### src/rtl/midi_transmitter.sv
// MIDI note-command transmitter: builds status/D1/D2 and sends them as UART 8N1.
// Optional running status (status byte skipped on repeat) under MIDI_RUNNING_STATUS_EN.
module midi_transmitter #(
    parameter int unsigned CLKS_PER_BIT = 1600
) (
    input  logic       clk,
    input  logic       rst_n,
    input  logic       start,
    input  logic       note_on,
    input  logic       note_off,
    input  logic [3:0] ch,
    input  logic [6:0] D1,
    input  logic [6:0] D2,
    output logic       tx,
    output logic [7:0] Dout,
    output logic       Dout_rdy,
    output logic       busy,
    output logic       done,
    output logic       error
);

    localparam int unsigned CW = (CLKS_PER_BIT > 2) ? $clog2(CLKS_PER_BIT) : 1;
    localparam logic [CW-1:0] CNT_LAST = CW'(CLKS_PER_BIT - 1);
    localparam logic [CW-1:0] CNT_ONE  = CW'(1);
    localparam logic [2:0] NOTE_ON  = 3'b001;
    localparam logic [2:0] NOTE_OFF = 3'b000;

    typedef enum logic [1:0] {
        IDLE,
        START_BIT,
        DATA_BITS,
        STOP_BIT
    } state_t;

    state_t        state_q;
    logic [CW-1:0] cnt_q;
    logic [2:0]    bit_q;
    logic [1:0]    byte_q;
    logic [7:0]    status_q;
    logic [6:0]    d1_q;
    logic [6:0]    d2_q;
    logic          tx_q;
    logic [7:0]    dout_q;
    logic          rdy_q;
    logic          busy_q;
    logic          done_q;
    logic          err_q;
`ifdef MIDI_RUNNING_STATUS_EN
    logic [7:0]    last_status_q;
`endif

    logic       cmd_ok_d;
    logic       bit_end_d;
    logic       skip_d;
    logic [7:0] status_d;
    logic [7:0] next_byte_d;
    logic [2:0] bit_nx_d;

    always_comb begin
        cmd_ok_d    = note_on ^ note_off;
        status_d    = {1'b1, (note_on ? NOTE_ON : NOTE_OFF), ch};
        bit_end_d   = (cnt_q == CNT_LAST);
        bit_nx_d    = bit_q + 3'd1;
        next_byte_d = 8'h00;
        case (byte_q)
            2'd0:    next_byte_d = {1'b0, d1_q};
            2'd1:    next_byte_d = {1'b0, d2_q};
            default: next_byte_d = 8'h00;
        endcase
`ifdef MIDI_RUNNING_STATUS_EN
        // last_status resets to 0, which can never match a real status byte
        skip_d = (status_d == last_status_q);
`else
        skip_d = 1'b0;
`endif
    end

    always_ff @(posedge clk or negedge rst_n) begin
        if (!rst_n) begin
            state_q  <= IDLE;
            cnt_q    <= '0;
            bit_q    <= '0;
            byte_q   <= '0;
            status_q <= '0;
            d1_q     <= '0;
            d2_q     <= '0;
            tx_q     <= 1'b1;
            dout_q   <= '0;
            rdy_q    <= 1'b0;
            busy_q   <= 1'b0;
            done_q   <= 1'b0;
            err_q    <= 1'b0;
`ifdef MIDI_RUNNING_STATUS_EN
            last_status_q <= '0;
`endif
        end else begin
            rdy_q  <= 1'b0;
            done_q <= 1'b0;
            err_q  <= 1'b0;
            if (state_q != IDLE && byte_q == 2'd3) begin
                state_q <= IDLE;
                cnt_q   <= '0;
                bit_q   <= '0;
                byte_q  <= '0;
                tx_q    <= 1'b1;
                busy_q  <= 1'b0;
            end else begin
                case (state_q)
                    IDLE: begin
                        cnt_q  <= '0;
                        bit_q  <= '0;
                        tx_q   <= 1'b1;
                        busy_q <= 1'b0;
                        if (start && cmd_ok_d) begin
                            status_q <= status_d;
                            d1_q     <= D1;
                            d2_q     <= D2;
                            state_q  <= START_BIT;
                            busy_q   <= 1'b1;
                            tx_q     <= 1'b0;
                            rdy_q    <= 1'b1;
                            if (skip_d) begin
                                byte_q <= 2'd1;
                                dout_q <= {1'b0, D1};
                            end else begin
                                byte_q <= 2'd0;
                                dout_q <= status_d;
                            end
                        end else if (start) begin
                            err_q <= 1'b1;
                        end
                    end
                    START_BIT: begin
                        if (bit_end_d) begin
                            cnt_q   <= '0;
                            bit_q   <= '0;
                            tx_q    <= dout_q[0];
                            state_q <= DATA_BITS;
                        end else begin
                            cnt_q <= cnt_q + CNT_ONE;
                        end
                    end
                    DATA_BITS: begin
                        if (bit_end_d) begin
                            cnt_q <= '0;
                            if (bit_q == 3'd7) begin
                                tx_q    <= 1'b1;
                                state_q <= STOP_BIT;
                            end else begin
                                bit_q <= bit_nx_d;
                                tx_q  <= dout_q[bit_nx_d];
                            end
                        end else begin
                            cnt_q <= cnt_q + CNT_ONE;
                        end
                    end
                    STOP_BIT: begin
                        if (bit_end_d) begin
                            cnt_q <= '0;
                            if (byte_q == 2'd2) begin
                                state_q <= IDLE;
                                byte_q  <= '0;
                                tx_q    <= 1'b1;
                                busy_q  <= 1'b0;
                                done_q  <= 1'b1;
`ifdef MIDI_RUNNING_STATUS_EN
                                last_status_q <= status_q;
`endif
                            end else begin
                                // next start bit follows the stop bit with no gap
                                byte_q  <= byte_q + 2'd1;
                                dout_q  <= next_byte_d;
                                rdy_q   <= 1'b1;
                                tx_q    <= 1'b0;
                                state_q <= START_BIT;
                            end
                        end else begin
                            cnt_q <= cnt_q + CNT_ONE;
                        end
                    end
                    default: state_q <= IDLE;
                endcase
            end
        end
    end

    assign tx       = tx_q;
    assign Dout     = dout_q;
    assign Dout_rdy = rdy_q;
    assign busy     = busy_q;
    assign done     = done_q;
    assign error    = err_q;

endmodule

### config.mk
export PLATFORM = sky130hd
export DESIGN_NAME = midi_transmitter
export DESIGN_NICKNAME = d
export VERILOG_FILES = /design/src/rtl/midi_transmitter.sv
export SDC_FILE = /design/constraint.sdc
export NUM_CORES = 1
export LEC_CHECK = 0
export ABC_CLOCK_PERIOD_IN_PS = 2400
export CORE_MARGIN = 4
export CORE_UTILIZATION = 53
export DETAILED_ROUTE_END_ITERATION = 8
export GPL_ROUTABILITY_DRIVEN = 1
export GPL_TIMING_DRIVEN = 1
export MAX_ROUTING_LAYER = met4
export PLACE_DENSITY = 0.79
export SYNTH_ARGS = -nofsm -noshare
export SYNTH_HDL_FRONTEND = slang
export SYNTH_SLANG_ARGS = --single-unit
### constraint.sdc
create_clock -name clk -period 2.4 [get_ports clk]
set_input_delay 0.24 -clock clk [delete_from_list [all_inputs] [get_ports clk]]
set_output_delay 0.24 -clock clk [all_outputs]
set_load 0.05 [all_outputs]
# Word level (Yosys, flattened, before mapping)
# Index checks and enable logic that the tools add are counted.
[classes]
n_addsub = 3
mul = 0
div_mod_pow = 0
order_cmp = 1
n_eq_ne = 18
shift = 0
n_mux = 53
bitwise = 2
reduce_logical = 16
[ops]
columns = ["cell", "count"]
rows = [
  ["2-to-1 mux 1 bit", 24],
  ["2-to-1 mux 8 bit", 3],
  ["2-to-1 mux 11 bit", 2],
  ["case mux 11 bit (2 select lines)", 1],
  ["inequality test 3 bit (second input constant)", 7],
  ["2-to-1 mux 2 bit", 10],
  ["case mux 8 bit (2 select lines)", 1],
  ["case mux 7 bit (2 select lines)", 1],
  ["2-to-1 mux 3 bit", 4],
  ["AND reduction 3 bit", 4],
  ["adder 11 x 1 -> 11 bit (second input constant)", 1],
  ["== test 11 bit (second input constant)", 1],
  ["AND reduction 5 bit", 2],
  ["case mux 3 bit (3 select lines)", 1],
  ["== test 2 bit (second input constant)", 4],
  ["case mux 2 bit (4 select lines)", 1],
  ["inequality test 2 bit (second input constant)", 3],
  ["== test 2 x 1 -> 1 bit (second input constant)", 2],
  ["logical NOT 2 bit", 2],
  ["less-than comparator 3 x 4 -> 1 bit (second input constant)", 1],
  ["case mux 1 bit (2 select lines)", 2],
  ["case mux 1 bit (4 select lines)", 1],
  ["case mux 2 bit (2 select lines)", 1],
  ["AND reduction 4 bit", 1],
  ["11 further kinds", 13],
]
[word_totals]
reg_bits = 45
latch_bits = 0
mem_bits_rw = 0
rom_bits = 0
inputBits = 23
out_inout_bits = 13
word_cells = 105
memories = 0

# Longest topological paths before layout
[depth]
ltp_word = 7
ltp_mapped = 9
ltp_nobuf = 7

# Worst setup path before layout
# No wires, ideal clock.
[synth_timing]
kind = "reg-to-reg"
from = "reg cnt_q[8]"
to = "reg bit_q[0]"
setup_time_ns = 0.125
arrival_ns = 2.096
t_required_ns = 2.275
slack_ns = 0.180
path_stages_with_launch = 7
n_path_buf = 1
synth_period_minus_slack_ns = 2.220
cell_sequence = "dfrtp_1 > or4b_1 > or4_1 > buf_6 > a211oi_1 > a211o_2 > mux2_2"
[synth_between]
elab_chain_len = 3
word_cells_on_any_way = 4
classes_between = "3 x eq/ne; 1 x reduce/logical"
[synth_lines]
columns = ["element", "line", "rtl"]
rows = [
  ["from (decl)", "36", "logic [CW-1:0] cnt_q;"],
  ["from (signal assigned)", "140", "cnt_q <= cnt_q + CNT_ONE;"],
  ["from (signal assigned)", "154", "cnt_q <= cnt_q + CNT_ONE;"],
  ["from (signal assigned)", "178", "cnt_q <= cnt_q + CNT_ONE;"],
  ["== test 11 bit *", "62", "bit_end_d = (cnt_q == CNT_LAST);"],
  ["inequality test 3 bit (no source line)", "-", ""],
  ["AND reduction 4 bit (no source line) *", "-", ""],
  ["to (signal assigned)", "150", "bit_q <= bit_nx_d;"],
  ["to (decl)", "37", "logic [2:0] bit_q;"],
]
# Every way passes the cells marked *; elsewhere a longest branch is shown, timed or not.
# A chain may end at the register's enable or synchronous reset.

# Final worst setup path
[layout_timing]
from = "reg cnt_q[8]"
to = "reg dout_q[4] (netlist: Dout[4])"
[layout_between]
elab_chain_len = 3
[layout_lines]
columns = ["element", "line", "rtl"]
rows = [
  ["== test 11 bit", "62", ""],
  ["inequality test 2 bit (no source line)", "-", ""],
  ["AND reduction 5 bit (no source line)", "-", ""],
  ["to (signal assigned)", "124", "dout_q <= {1'b0, D1};"],
  ["to (signal assigned)", "127", "dout_q <= status_d;"],
  ["to (signal assigned)", "172", "dout_q <= next_byte_d;"],
  ["to (decl)", "43", "logic [7:0] dout_q;"],
]
# Every way passes these cells.

==> results.md <==
* Status: finished clean
* I/O pin total at 36
* Met3 usage at 5.27%
* FILL cells at 313
* Clock latency on the worst-skew pair at 0.30 ns
* Routed Wire Length at 4690 um
* # diodes at 0
* Largest net degree at the start of global routing at 46
* Synth Instances at 203
* Residual DRC at 0
* Final count of hold timing violations at 0
* Synth top area share at 47.7%
* Final Critical Period at 2.32 ns
* All-layer global routing usage at 20.1%
* Worst Tran Pin Value at 0.982 ns
* Setup tns final at 0 ns
* Congestion Overflow GR at 0
* CP required at 2.59 ns
* Hpwl dp at 3490 um
* Synth Area per Inst at 11.4 um2
* Most frequent cells after synthesis: dfrtp_1, nor2_1, mux2_2
* Initial DRC Count at 118
* Final ANT Viol Nets at 0
* Top FF cell, synth: dfrtp_1
* Area leader, netlist: dfrtp_1
* Synth Warn # at 0
* Clock sinks at 45
* Die area at 5470 um2
* Maximum buffer depth of the clock tree at 2
* Crit path capture type: flip-flop
* EDFF count, synth at 0
* Met1 GRT Util at 23.9%
* DR vias at 1,688
* Synthesis-stage register bit count at 45
* Met2 usage at 33.1%
* Syn nets at 233
* CP arrival at 2.51 ns
* Initial antenna violation count at 0
* Cell Rows at 23
* Die Wd at 74.0 um
* Setup CP Type: reg2reg
* Fraction of layout cells with a size suffix above 1 at 20.7%
* Gp weighted congestion at 0.901
* Fin crit share at 96.8%
* Hold Crit Class: in2async
* Slew margin rel. at 34.6%
* Syn Std Cell Area at 2310 um2
* Layout Skew at 0.00508 ns
* Vias in the first global route at 1,719
* CTS tree: done
* FMAX at 430 MHz
* Crit path launch type: flip-flop
* Async S/R FF share, synth at 100%
* Count leader, synth: dfrtp_1
* DR vias/cell at 5.70
* Util after Layout at 68.9%
* Worst vdd ir at 294 uV
* CTS Root Cell: clkbuf_8
* Core Region at 4120 um2
* Cts hold-fix bufs at 0
* MaxCap Viol Count at 0
* Die height at 74.0 um
* GR peak layer: met2
* Clk slew on worst S/H paths at 0.08 ns
* Worst-path fanout max at 7
* Port bufs at 35
* Final count of negative-setup-slack endpoints at 0
* First-pass detailed-route iteration total at 4
* Top cells by area, synth: dfrtp_1, mux2_2, mux2i_1, ha_1, nor2_1
* First-pass GRT wire length at 8000 um
* Starting Density at 56.1%
* Wire per inst at 15.8 um
* Netlist cell types at 44
* Max H-tree Level at 2
* Syn-to-layout area delta at 22.9%
* PwrDens at 466 nW/um2
* RSZ-0062 raised after global routing: false
* Max Transition Viols Final at 0
* Fin nets at 275
* Sequential fraction of the synthesis area at 48.9%
* Leakage Power at 1.29 nW
* Total CTS buffers at 5
area by class of cell:
cell class	instances	area, um2	area share, %
sequential	45	1130	39.7
multi-input combinational	141	1100	38.9
timing repair buffer	44	413	14.6
clock buffer	7	96.3	3.40
tap	50	62.6	2.21
inverter	8	30.0	1.06
clock inverter	1	5.00	0.176
flip-flops by register name, summed over array words and instances, names as in the netlist, 2 cells and up:
name and count:
bit_q 3, d1_q 7, state_q 2, d2_q 7
Dout 8, cnt_q 11, byte_q 2
critical path, cell delays in order (launching register included):
cell      delay [ns]
dfrtp_1         0.41
or4b_1          0.51
or4_1           0.51
o21ai_2         0.18
nand2b_1        0.24
mux2_4          0.37
layout by cell type, fill, tap and decap left out, types with 3 or more instances in the layout:
cell type / count
nor3_1: 6
xor2_1: 4
clkdlybuf4s50_1: 34
mux2_2: 18
dfrtp_1: 44
ha_1: 7
a211oi_1: 3
mux2_4: 5
nand3b_1: 3
nand3_1: 6
nor4_1: 3
xnor2_1: 6
clkbuf_8: 7
nand2_1: 10
buf_4: 9
mux2i_1: 12
nor2_1: 22
inv_1: 7
o2bb2ai_1: 6
path summary, 6_finish.rpt:
| path | start | end | slack (ns) | cells after the start |
|---|---|---|---|---|
| max in group asynchronous | rst_n | cnt_q[0]$_DFF_PN0_ | 1.70 | 1 |
| hold reg to reg | cnt_q[0]$_DFF_PN0_ | cnt_q[0]$_DFF_PN0_ | 0.46 | 1 |
| min in group clk | cnt_q[0]$_DFF_PN0_ | cnt_q[0]$_DFF_PN0_ | 0.46 | 1 |
| setup / recovery | cnt_q[8]$_DFF_PN0_ | Dout[4]$_DFFE_PN0P_ | 0.08 | 5 |
| setup reg to reg | cnt_q[8]$_DFF_PN0_ | Dout[4]$_DFFE_PN0P_ | 0.08 | 5 |
| hold / removal | rst_n | d2_q[3]$_DFFE_PN0P_ | 0.08 | 1 |
timing repair:
item | CTS | global route
gates resized for setup | 0 | 1
endpoints found under the setup margin | 0 | 1
setup buffers | 0 | 0
logic make-up (layout without fill, tap and decap cells):
| logic type | after synthesis | after routing | synth area share, % |
|---|---|---|---|
| adders and majority gates | 7 | 7 | 3.80 |
| buffers and inverters | 17 | 60 | 3.47 |
| muxes | 36 | 36 | 18.2 |
| DFF | 45 | 45 | 48.9 |
| xor gates and xnor gates | 10 | 10 | 3.80 |
| and+or+nand+nor | 65 | 65 | 14.0 |
| AOI/OAI and AO/OA | 23 | 23 | 7.86 |
metrics by stage:
step / hold slack, ns / power, mW / cell area [um2] / worst slack [ns] / std cells
floorplan: -0.0556 / 0.775 / 2310 / 0.180 / 203
global placement: 0.441 / 0.827 / 2730 / 0.0825 / 288
detailed placement: 0.447 / 0.828 / 2730 / 0.0259 / 288
CTS: 0.125 / 1.34 / 2830 / 0.0765 / 296
global route: 0.190 / 1.37 / 2840 / 0.000559 / 296
finish: 0.0848 / 1.32 / 2840 / 0.0766 / 296
power breakdown:
| part | switching [mW] | total (mW) | internal [mW] |
|---|---|---|---|
| Combinational | 0.0206 | 0.0540 | 0.0334 |
| Clock | 0.251 | 0.512 | 0.260 |
| Sequential | 0 | 0.757 | 0.757 |
routing by layer:
layer | vias up | routed length, um
met3 | 4 | 184
met1 | 840 | 2070
li1 | 807 | -
met5 | - | 0
met4 | 0 | 46
met2 | 37 | 2390
Power figures use the tool's default switching activity.
